[config.mk]
export PLATFORM = sky130hd
export DESIGN_NAME = hilo_muldiv_ctrl_flat
export DESIGN_NICKNAME = d
export VERILOG_FILES = /design/src/rtl/hilo_muldiv_ctrl_if.sv /design/src/rtl/hilo_muldiv_ctrl.sv /design/src/flat_wrapper.sv
export SDC_FILE = /design/constraint.sdc
export NUM_CORES = 2
export LEC_CHECK = 0
export CAP_MARGIN = 30
export CORE_ASPECT_RATIO = 0.5
export CORE_MARGIN = 2
export CORE_UTILIZATION = 40
export DETAILED_ROUTE_END_ITERATION = 7
export SYNTH_ARGS = -nofsm -noshare
export SYNTH_HDL_FRONTEND = slang
export SYNTH_SLANG_ARGS = --single-unit
[constraint.sdc]
create_clock -name clk -period 15.5 [get_ports clk]
set_input_delay 1.55 -clock clk [delete_from_list [all_inputs] [get_ports clk]]
set_output_delay 1.55 -clock clk [all_outputs]
set_load 0.005 [all_outputs]
[src/rtl/hilo_muldiv_ctrl_if.sv]
// hilo_muldiv_ctrl_if: EX-side HI/LO op request plus HI/LO register-file read/write ports.
interface hilo_muldiv_ctrl_if;
    logic        op_valid;
    logic [2:0]  op;
    logic [31:0] src_a;
    logic [31:0] src_b;
    logic        flush;
    logic [31:0] hi_rdata;
    logic [31:0] lo_rdata;
    logic        busy;
    logic        hi_wen;
    logic [31:0] hi_wdata;
    logic        lo_wen;
    logic [31:0] lo_wdata;
    modport master (
        output op_valid, op, src_a, src_b, flush, hi_rdata, lo_rdata,
        input  busy, hi_wen, hi_wdata, lo_wen, lo_wdata
    );
    modport slave (
        input  op_valid, op, src_a, src_b, flush, hi_rdata, lo_rdata,
        output busy, hi_wen, hi_wdata, lo_wen, lo_wdata
    );
endinterface

[src/rtl/hilo_muldiv_ctrl.sv]
// hilo_muldiv_ctrl: HI/LO sequencer for MULT/MULTU/DIV/DIVU/MTHI/MTLO with registered write ports.
// Define HILO_MADD_EN to add MADD/MSUB accumulating into {HI,LO}.
module hilo_muldiv_ctrl #(
    parameter int MUL_LATENCY = 4,
    parameter int DIV_ITERS   = 32
) (
    input logic clk,
    input logic reset,
    hilo_muldiv_ctrl_if.slave bus
);
    typedef enum logic [1:0] {IDLE, MUL, DIV, WB} state_t;
    state_t state, state_nx;
    logic        busy_q, hi_wen_q, lo_wen_q, hi_wen_nx, lo_wen_nx;
    logic [31:0] hi_wd_q, lo_wd_q, hi_wd_nx, lo_wd_nx;
    logic [31:0] a_q, b_q, rem_q, quo_q;
    logic [4:0]  cnt_q;
    logic        sgn_q, bneg_q;
    logic        legal, accept, is_mt, is_div, sgn_in;
    logic [31:0] a_mag, b_mag;
    logic [63:0] ax, bx, prod, mul_res;
    logic [32:0] diff;
    logic [31:0] rem_nx, quo_nx, div_hi, div_lo;

`ifdef HILO_MADD_EN
    logic [63:0] acc_q;
    logic        msub_q;
    assign legal   = 1'b1;
    assign mul_res = msub_q ? acc_q - prod : acc_q + prod;
`else
    assign legal   = ~(bus.op[2] & bus.op[1]);
    assign mul_res = prod;
`endif

    assign accept = bus.op_valid & ~busy_q & ~bus.flush & legal;
    assign is_mt  = bus.op[2] & ~bus.op[1];
    assign is_div = ~bus.op[2] & bus.op[1];
    assign sgn_in = ~bus.op[0] | bus.op[2];
    assign a_mag  = (sgn_in & bus.src_a[31]) ? -bus.src_a : bus.src_a;
    assign b_mag  = (sgn_in & bus.src_b[31]) ? -bus.src_b : bus.src_b;

    // low 64 bits of a 64x64 product of sign-extended operands give the signed result
    assign ax   = {{32{sgn_q & a_q[31]}}, a_q};
    assign bx   = {{32{sgn_q & b_q[31]}}, b_q};
    assign prod = ax * bx;

    // one restoring step; the final step feeds write-back directly so WB lands on T+33
    assign diff   = {rem_q, quo_q[31]} - {1'b0, b_q};
    assign rem_nx = diff[32] ? {rem_q[30:0], quo_q[31]} : diff[31:0];
    assign quo_nx = {quo_q[30:0], ~diff[32]};
    assign div_lo = (b_q == '0) ? '1 : (sgn_q & (a_q[31] ^ bneg_q)) ? -quo_nx : quo_nx;
    assign div_hi = (b_q == '0) ? a_q : (sgn_q & a_q[31]) ? -rem_nx : rem_nx;

    always_comb begin
        state_nx  = state;
        hi_wen_nx = 1'b0;
        lo_wen_nx = 1'b0;
        hi_wd_nx  = hi_wd_q;
        lo_wd_nx  = lo_wd_q;
        case (state)
            IDLE: if (accept) begin
                state_nx  = is_mt ? IDLE : is_div ? DIV : MUL;
                hi_wen_nx = is_mt & ~bus.op[0];
                lo_wen_nx = is_mt & bus.op[0];
                hi_wd_nx  = hi_wen_nx ? bus.src_a : hi_wd_q;
                lo_wd_nx  = lo_wen_nx ? bus.src_a : lo_wd_q;
            end
            MUL, DIV: if (bus.flush) begin
                state_nx = IDLE;
            end else if (cnt_q == '0) begin
                state_nx  = WB;
                hi_wen_nx = 1'b1;
                lo_wen_nx = 1'b1;
                hi_wd_nx  = (state == MUL) ? mul_res[63:32] : div_hi;
                lo_wd_nx  = (state == MUL) ? mul_res[31:0] : div_lo;
            end
            default: state_nx = IDLE;
        endcase
    end

    always_ff @(posedge clk) begin
        if (reset) begin
            state    <= IDLE;
            busy_q   <= 1'b0;
            hi_wen_q <= 1'b0;
            lo_wen_q <= 1'b0;
            hi_wd_q  <= '0;
            lo_wd_q  <= '0;
        end else begin
            state    <= state_nx;
            busy_q   <= state_nx != IDLE;
            hi_wen_q <= hi_wen_nx;
            lo_wen_q <= lo_wen_nx;
            hi_wd_q  <= hi_wd_nx;
            lo_wd_q  <= lo_wd_nx;
        end
    end

    always_ff @(posedge clk) begin
        if (reset) begin
            a_q    <= '0;
            b_q    <= '0;
            rem_q  <= '0;
            quo_q  <= '0;
            cnt_q  <= '0;
            sgn_q  <= 1'b0;
            bneg_q <= 1'b0;
`ifdef HILO_MADD_EN
            acc_q  <= '0;
            msub_q <= 1'b0;
`endif
        end else if (accept && !is_mt) begin
            a_q    <= bus.src_a;
            b_q    <= is_div ? b_mag : bus.src_b;
            quo_q  <= a_mag;
            rem_q  <= '0;
            cnt_q  <= is_div ? 5'(DIV_ITERS - 1) : 5'(MUL_LATENCY - 1);
            sgn_q  <= sgn_in;
            bneg_q <= sgn_in & bus.src_b[31];
`ifdef HILO_MADD_EN
            acc_q  <= bus.op[2] ? {bus.hi_rdata, bus.lo_rdata} : '0;
            msub_q <= bus.op[2] & bus.op[0];
`endif
        end else if (state == DIV) begin
            rem_q <= rem_nx;
            quo_q <= quo_nx;
            cnt_q <= cnt_q - 5'd1;
        end else if (state == MUL) begin
            cnt_q <= cnt_q - 5'd1;
        end
    end

    assign bus.busy     = busy_q;
    assign bus.hi_wen   = hi_wen_q;
    assign bus.lo_wen   = lo_wen_q;
    assign bus.hi_wdata = hi_wd_q;
    assign bus.lo_wdata = lo_wd_q;
endmodule

[src/flat_wrapper.sv]
// flat-port wrapper written by rule: the top's interface ports become plain ports
module hilo_muldiv_ctrl_flat 
#(
    parameter int MUL_LATENCY = 4,
    parameter int DIV_ITERS   = 32
)
  (clk, reset, bus_op_valid, bus_op, bus_src_a, bus_src_b, bus_flush, bus_hi_rdata, bus_lo_rdata, bus_busy, bus_hi_wen, bus_hi_wdata, bus_lo_wen, bus_lo_wdata);
  hilo_muldiv_ctrl_if bus_i ();
  input logic clk;
  input logic reset;
  input wire logic [$bits(bus_i.op_valid)-1:0] bus_op_valid;
  input wire logic [$bits(bus_i.op)-1:0] bus_op;
  input wire logic [$bits(bus_i.src_a)-1:0] bus_src_a;
  input wire logic [$bits(bus_i.src_b)-1:0] bus_src_b;
  input wire logic [$bits(bus_i.flush)-1:0] bus_flush;
  input wire logic [$bits(bus_i.hi_rdata)-1:0] bus_hi_rdata;
  input wire logic [$bits(bus_i.lo_rdata)-1:0] bus_lo_rdata;
  output wire logic [$bits(bus_i.busy)-1:0] bus_busy;
  output wire logic [$bits(bus_i.hi_wen)-1:0] bus_hi_wen;
  output wire logic [$bits(bus_i.hi_wdata)-1:0] bus_hi_wdata;
  output wire logic [$bits(bus_i.lo_wen)-1:0] bus_lo_wen;
  output wire logic [$bits(bus_i.lo_wdata)-1:0] bus_lo_wdata;
  assign bus_i.op_valid = bus_op_valid;
  assign bus_i.op = bus_op;
  assign bus_i.src_a = bus_src_a;
  assign bus_i.src_b = bus_src_b;
  assign bus_i.flush = bus_flush;
  assign bus_i.hi_rdata = bus_hi_rdata;
  assign bus_i.lo_rdata = bus_lo_rdata;
  assign bus_busy = bus_i.busy;
  assign bus_hi_wen = bus_i.hi_wen;
  assign bus_hi_wdata = bus_i.hi_wdata;
  assign bus_lo_wen = bus_i.lo_wen;
  assign bus_lo_wdata = bus_i.lo_wdata;
  hilo_muldiv_ctrl #(.MUL_LATENCY(MUL_LATENCY), .DIV_ITERS(DIV_ITERS)) u_core (.clk(clk), .reset(reset), .bus(bus_i));
endmodule
[After elaboration in Yosys (flattened, before gate mapping)]
Index checks and enable logic that the tools add are counted.
Cells by class
  $add $sub $neg: 6
  multipliers: 1
  equality and inequality tests: 7
  multiplexer cells: 38
  bitwise gates (word level): 22
  reductions and logical operators: 13
Operators with widths (number)
  $mux 32: 20
  $neg 32->32: 4
  $pmux 32 s2: 2
  $mul 33x33->64: 1
  $sub 33x32->33: 1
  $logic_not 32->1: 1
  $mux 5: 4
  $and 1x1->1: 13
  $mux 2: 5
  $reduce_and 5->1: 2
  $ne 2x1->1 const B: 4
  $not 1->1: 7
  $reduce_bool 2->1: 3
  $logic_not 5->1: 1
  $sub 5x1->5 const B: 1
  $mux 1: 4
  $pmux 1 s2: 2
  $pmux 2 s2: 1
  $reduce_or 2->1: 2
  $reduce_bool 3->1: 1
  $eq 2x1->1 const B: 1
  $eq 2x2->1 const B: 1
  $logic_not 2->1: 1
  $ne 2x2->1 const B: 1
  other kinds (4): 4
Word-level totals
  register bits: 204
  input port bits: 135
  output and inout port bits: 67
  logic and storage cells: 100

[Logic depth before layout (Yosys ltp)]
  depth in word-level cells: 9
  gate-level depth with buffers: 35
  gate-level depth less buffers: 30

[Worst setup path before layout]
OpenSTA, ideal clock, no wires.
  kind: reg2reg
  start point: register u_core.a_q[31]
  end point: register u_core.hi_wd_q[28], in the netlist u_core.bus.hi_wdata[28]
  setup time: 0.125 ns
  data arrival time: 8.438 ns
  data required time: 15.375 ns
  slack: 6.937 ns
  stages on the path, launching flop included: 33
  path buffers: 4
  period minus slack after synthesis: 8.563 ns
  path through: dfxtp_1 -> clkbuf_1 -> and2_1 -> clkbuf_1 -> clkbuf_1 -> buf_1 -> nand2_1 -> inv_1 -> fa_1 -> inv_1 -> fa_1 -> inv_1 -> fa_1 -> fa_1 -> inv_1 -> fa_1 -> inv_1 -> fa_1 -> inv_1 -> fa_1 -> fa_1 -> inv_1 -> ha_1 -> nand3_1 -> nor2_1 -> o21ai_0 -> o21a_1 -> o21ai_0 -> nand3_1 -> a211oi_1 -> xnor2_1 -> nand2_1 -> o2bb2ai_1
On the way
  longest elaborated chain between the ends: 7
  elaborated cells between the ends (all ways): 8
  those cells by class: mul (1); mux (6); bitwise (1)
RTL lines
  from (decl): line hilo_muldiv_ctrl.sv:15  | logic [31:0] a_q, b_q, rem_q, quo_q;
  from (signal assigned): line hilo_muldiv_ctrl.sv:112  | a_q <= bus.src_a;
  parallel branches: the longest is 3 deep, another holds $mul 33x33->64
  $mux 32 (*): line hilo_muldiv_ctrl.sv:73  | hi_wd_nx = (state == MUL) ? mul_res[63:32] : div_hi;
  $mux 32 (*): line hilo_muldiv_ctrl.sv:69  | end else if (cnt_q == '0) begin
  $mux 32 (*): line hilo_muldiv_ctrl.sv:67  | MUL, DIV: if (bus.flush) begin
  $pmux 32 s2 (*): line hilo_muldiv_ctrl.sv:59  | case (state)
  to (signal assigned): line hilo_muldiv_ctrl.sv:93  | hi_wd_q <= hi_wd_nx;
  to (decl): line hilo_muldiv_ctrl.sv:14  | logic [31:0] hi_wd_q, lo_wd_q, hi_wd_nx, lo_wd_nx;
Mark *: on every way between the ends. The select of a mux whose other input is x is not followed.
A chain may end at the register's enable or synchronous reset.

[Worst setup path after layout]
  start point: register u_core.a_q[31]
  end point: register u_core.hi_wd_q[30], in the netlist u_core.bus.hi_wdata[30]
Same word-level chain as after synthesis.

==> flow_metrics.tcl <==
set metrics [dict create \
    status "complete, no violations" \
    die_w_um 514 \
    ys_types 83 \
    gr-total-overflow 0 \
    fin_cells 7703 \
    die_h_um 259 \
    power.density_nw_per_um2 57.2 \
    holdPathStages 2 \
    worstReg2RegStart "u_core.a_q[31]" \
    dpl.cell_count 7657 \
    grt_max_degree 95 \
    postSynthCellCount 6114 \
    numCtsBuffers 23 \
    crit_arrival_ns 10.90 \
    ctsResizeCount 0 \
    multi_input_comb_area_um2 42100 \
    final_hold_viol_count 0 \
    finClkSkew_ns 0.0278 \
    place_area_um2 54900 \
    clk_pin_slew_ns 0.06 \
    r2r-end "u_core.bus.hi_wdata[30]" \
    async_flop_share 0 \
    io_buffers 137 \
    grt_pass1_vias 42200 \
    peakVddDrop_mv 0.0730 \
    first_pass_iters 6 \
    clk_path_buf_depth 3 \
    area_delta_synth_final_pct 6.82 \
    tightest_slew_ns 1.16 \
    wl_um 163000 \
    fin_nets 7492 \
    avgSynthCellArea_um2 8.52 \
    cts_hold_buf 0 \
    htreeDepth 1 \
    synth_nets 7632 \
    yosys_warnings 0 \
    finalInstanceArea_um2 55700 \
    gp_congestion 0.973 \
    finalWorstPathRequiredPeriod_ns 10.49 \
    rows 93 \
    final_common_cell "inv_1" \
    register_area_um2 4090 \
    ys_seq_area_frac 0.0784 \
    cpMostUsedCell "fa_1" \
    cp-start-kind "flop" \
    avgRoutedWirePerCell_um 21.2 \
    dp_hpwl_um 126000 \
    cts_tree "built" \
    rr_worst_depth 29 \
    synth_edf_count 0 \
    min_period_over_period 0.677 \
    leakagePower_nw 25.2 \
    rrSetupSlack_ns 5.01 \
    grt_use_total 0.249 \
    io_pins 202 \
    worst_setup_path_end_kind "flop" \
    rsz0062_at_grt "false" \
    cp_slowest_cell "fa_1" \
    hp-class "flop to flop" \
    fill_cells 12900 \
    via_count 41900 \
    synth_seq_cells 204 \
    initial_core_util 0.404 \
    hold_start "u_core.a_q[13]" \
    relSlewSlack 0.209 \
    avgViaCountPerCell 5.43 \
    antenna_found_initial 9 \
    total_power_mw 3.19 \
    fp.dieArea_um2 133000 \
    ant_nets 0 \
    cts_setup_buffers 0 \
    root_buffer "clkbuf_16" \
    final_max_slew_viol_count 0 \
    fin_util 0.431 \
    drc 0 \
    cpPeakStageDelay_ns 0.70 \
    worstHoldEndpoint "u_core.a_q[13]" \
    critPathKind "flop to flop" \
    drive_gt1_frac 0.0325 \
    grt_first_pass_wirelength_um 256000 \
    coreArea_um2 129000 \
    setup_viol 0 \
    path_max_fanout 38 \
    worstPathRequired_ns 15.91 \
    fmax_mhz 95.3 \
    syn-cell-area_um2 52100 \
    cap_violations 0 \
    final_cell_mix "inv_1 (1175), fa_1 (1126), nand2_1 (935)" \
    cts.sinks 204 \
    clk_latency_ns 0.56 \
    fin_tns_setup_ns 0 \
    first_iter_violations 3737 \
    dominantRegCellSynth "dfxtp_1" \
]
==> sequential cells by signal (all words and copies together) (netlist names) <==
name and count:
u_core.a_q 32, u_core.b_q 32, u_core.bneg_q 1, u_core.bus.busy 1, u_core.bus.hi_wdata 32, u_core.bus.hi_wen 1
u_core.bus.lo_wdata 32, u_core.bus.lo_wen 1, u_core.cnt_q 5, u_core.quo_q 32, u_core.rem_q 32, u_core.sgn_q 1
u_core.state 2
==> worst max-delay path by stage <==
| stage | start | end | slack (ns) | depth (start not counted) |
|---|---|---|---|---|
| final | u_core.a_q[31] | u_core.bus.hi_wdata[30] | 5.01 | 29 |
| after global routing | u_core.a_q[31] | u_core.bus.hi_wdata[22] | 4.39 | 28 |
| after CTS | u_core.a_q[31] | u_core.bus.hi_wdata[30] | 5.03 | 29 |
| after detailed placement | u_core.a_q[31] | u_core.bus.hi_wdata[30] | 5.10 | 29 |
| after global placement | u_core.a_q[31] | u_core.bus.hi_wdata[30] | 5.20 | 29 |
| after floorplan | u_core.a_q[31] | u_core.bus.hi_wdata[28] | 6.94 | 32 |
==> power by group <==
part           internal [mW]  switching [mW]
registers              0.576          0.0777
logic                  0.669            1.31
clock network          0.292           0.259
==> synth_stat cells (31+ instances only) <==
master	number	area, um2
a211oi_1	110	826
a21o_1	32	240
a21oi_1	234	1170
a311oi_1	32	280
and2_1	371	2320
clkbuf_1	377	1420
dfxtp_1	204	4080
fa_1	1126	22500
ha_1	257	3220
inv_1	1175	4410
mux2i_1	56	561
nand2_1	935	3510
nand3_1	41	205
nor2_1	297	1110
nor3_1	62	310
nor4_1	31	194
o211ai_1	31	233
o21ai_0	142	711
xnor2_1	128	1120
xor2_1	75	657
==> cell type report <==
type | count | share of cell area
antenna | 2 | 0.0000899
inverter | 1177 | 0.0793
sequential | 204 | 0.0735
timing repair buffer | 238 | 0.0391
clock buffer | 31 | 0.0114
tap | 1710 | 0.0384
clock inverter | 11 | 0.00153
multi-input combinational | 4330 | 0.757
==> kinds of logic (layout without fill, tap and decap cells) <==
kind of cell | Yosys count | after routing | synth area share
DFF | 204 | 204 | 0.0784
and+or+nand+nor | 1886 | 1886 | 0.166
adders and majority gates | 1383 | 1383 | 0.494
buffers and inverters | 1580 | 1457 | 0.114
muxes | 59 | 59 | 0.0114
other | 0 | 2 | 0
xor gates and xnor gates | 203 | 203 | 0.0341
AOI/OAI and AO/OA | 799 | 799 | 0.101
==> routing by layer <==
metal / part of all wire / routed length (um) / vias up / track usage
li1: - / - / 18500 / -
met1: 0.43 / 70000 / 21500 / 0.352
met2: 0.45 / 74200 / 1684 / 0.399
met3: 0.085 / 13800 / 217 / 0.0364
met4: 0.032 / 5200 / 0 / 0.0669
met5: 0 / 0 / - / 0
==> through the flow <==
| stage | setup slack, ns | hold slack, ns |
|---|---|---|
| after floorplan | 6.94 | 0.444 |
| after global placement | 5.20 | 0.462 |
| after detailed placement | 5.10 | 0.464 |
| after CTS | 5.03 | 0.473 |
| after global routing | 4.39 | 0.487 |
| final | 5.01 | 0.475 |
==> critical path, delay by kind of cell, from the launching register on <==
| family | cells | cell delay (ns) |
|---|---|---|
| adder cells (fa/ha/maj) | 9 | 4.72 |
| AO/OA/AOI/OAI | 9 | 2.12 |
| buffers and inverters | 6 | 1.45 |
| AND/OR/NAND/NOR | 4 | 1.43 |
| flip-flops | 1 | 0.31 |
| XOR/XNOR | 1 | 0.27 |
Power figures use the tool's default switching activity.
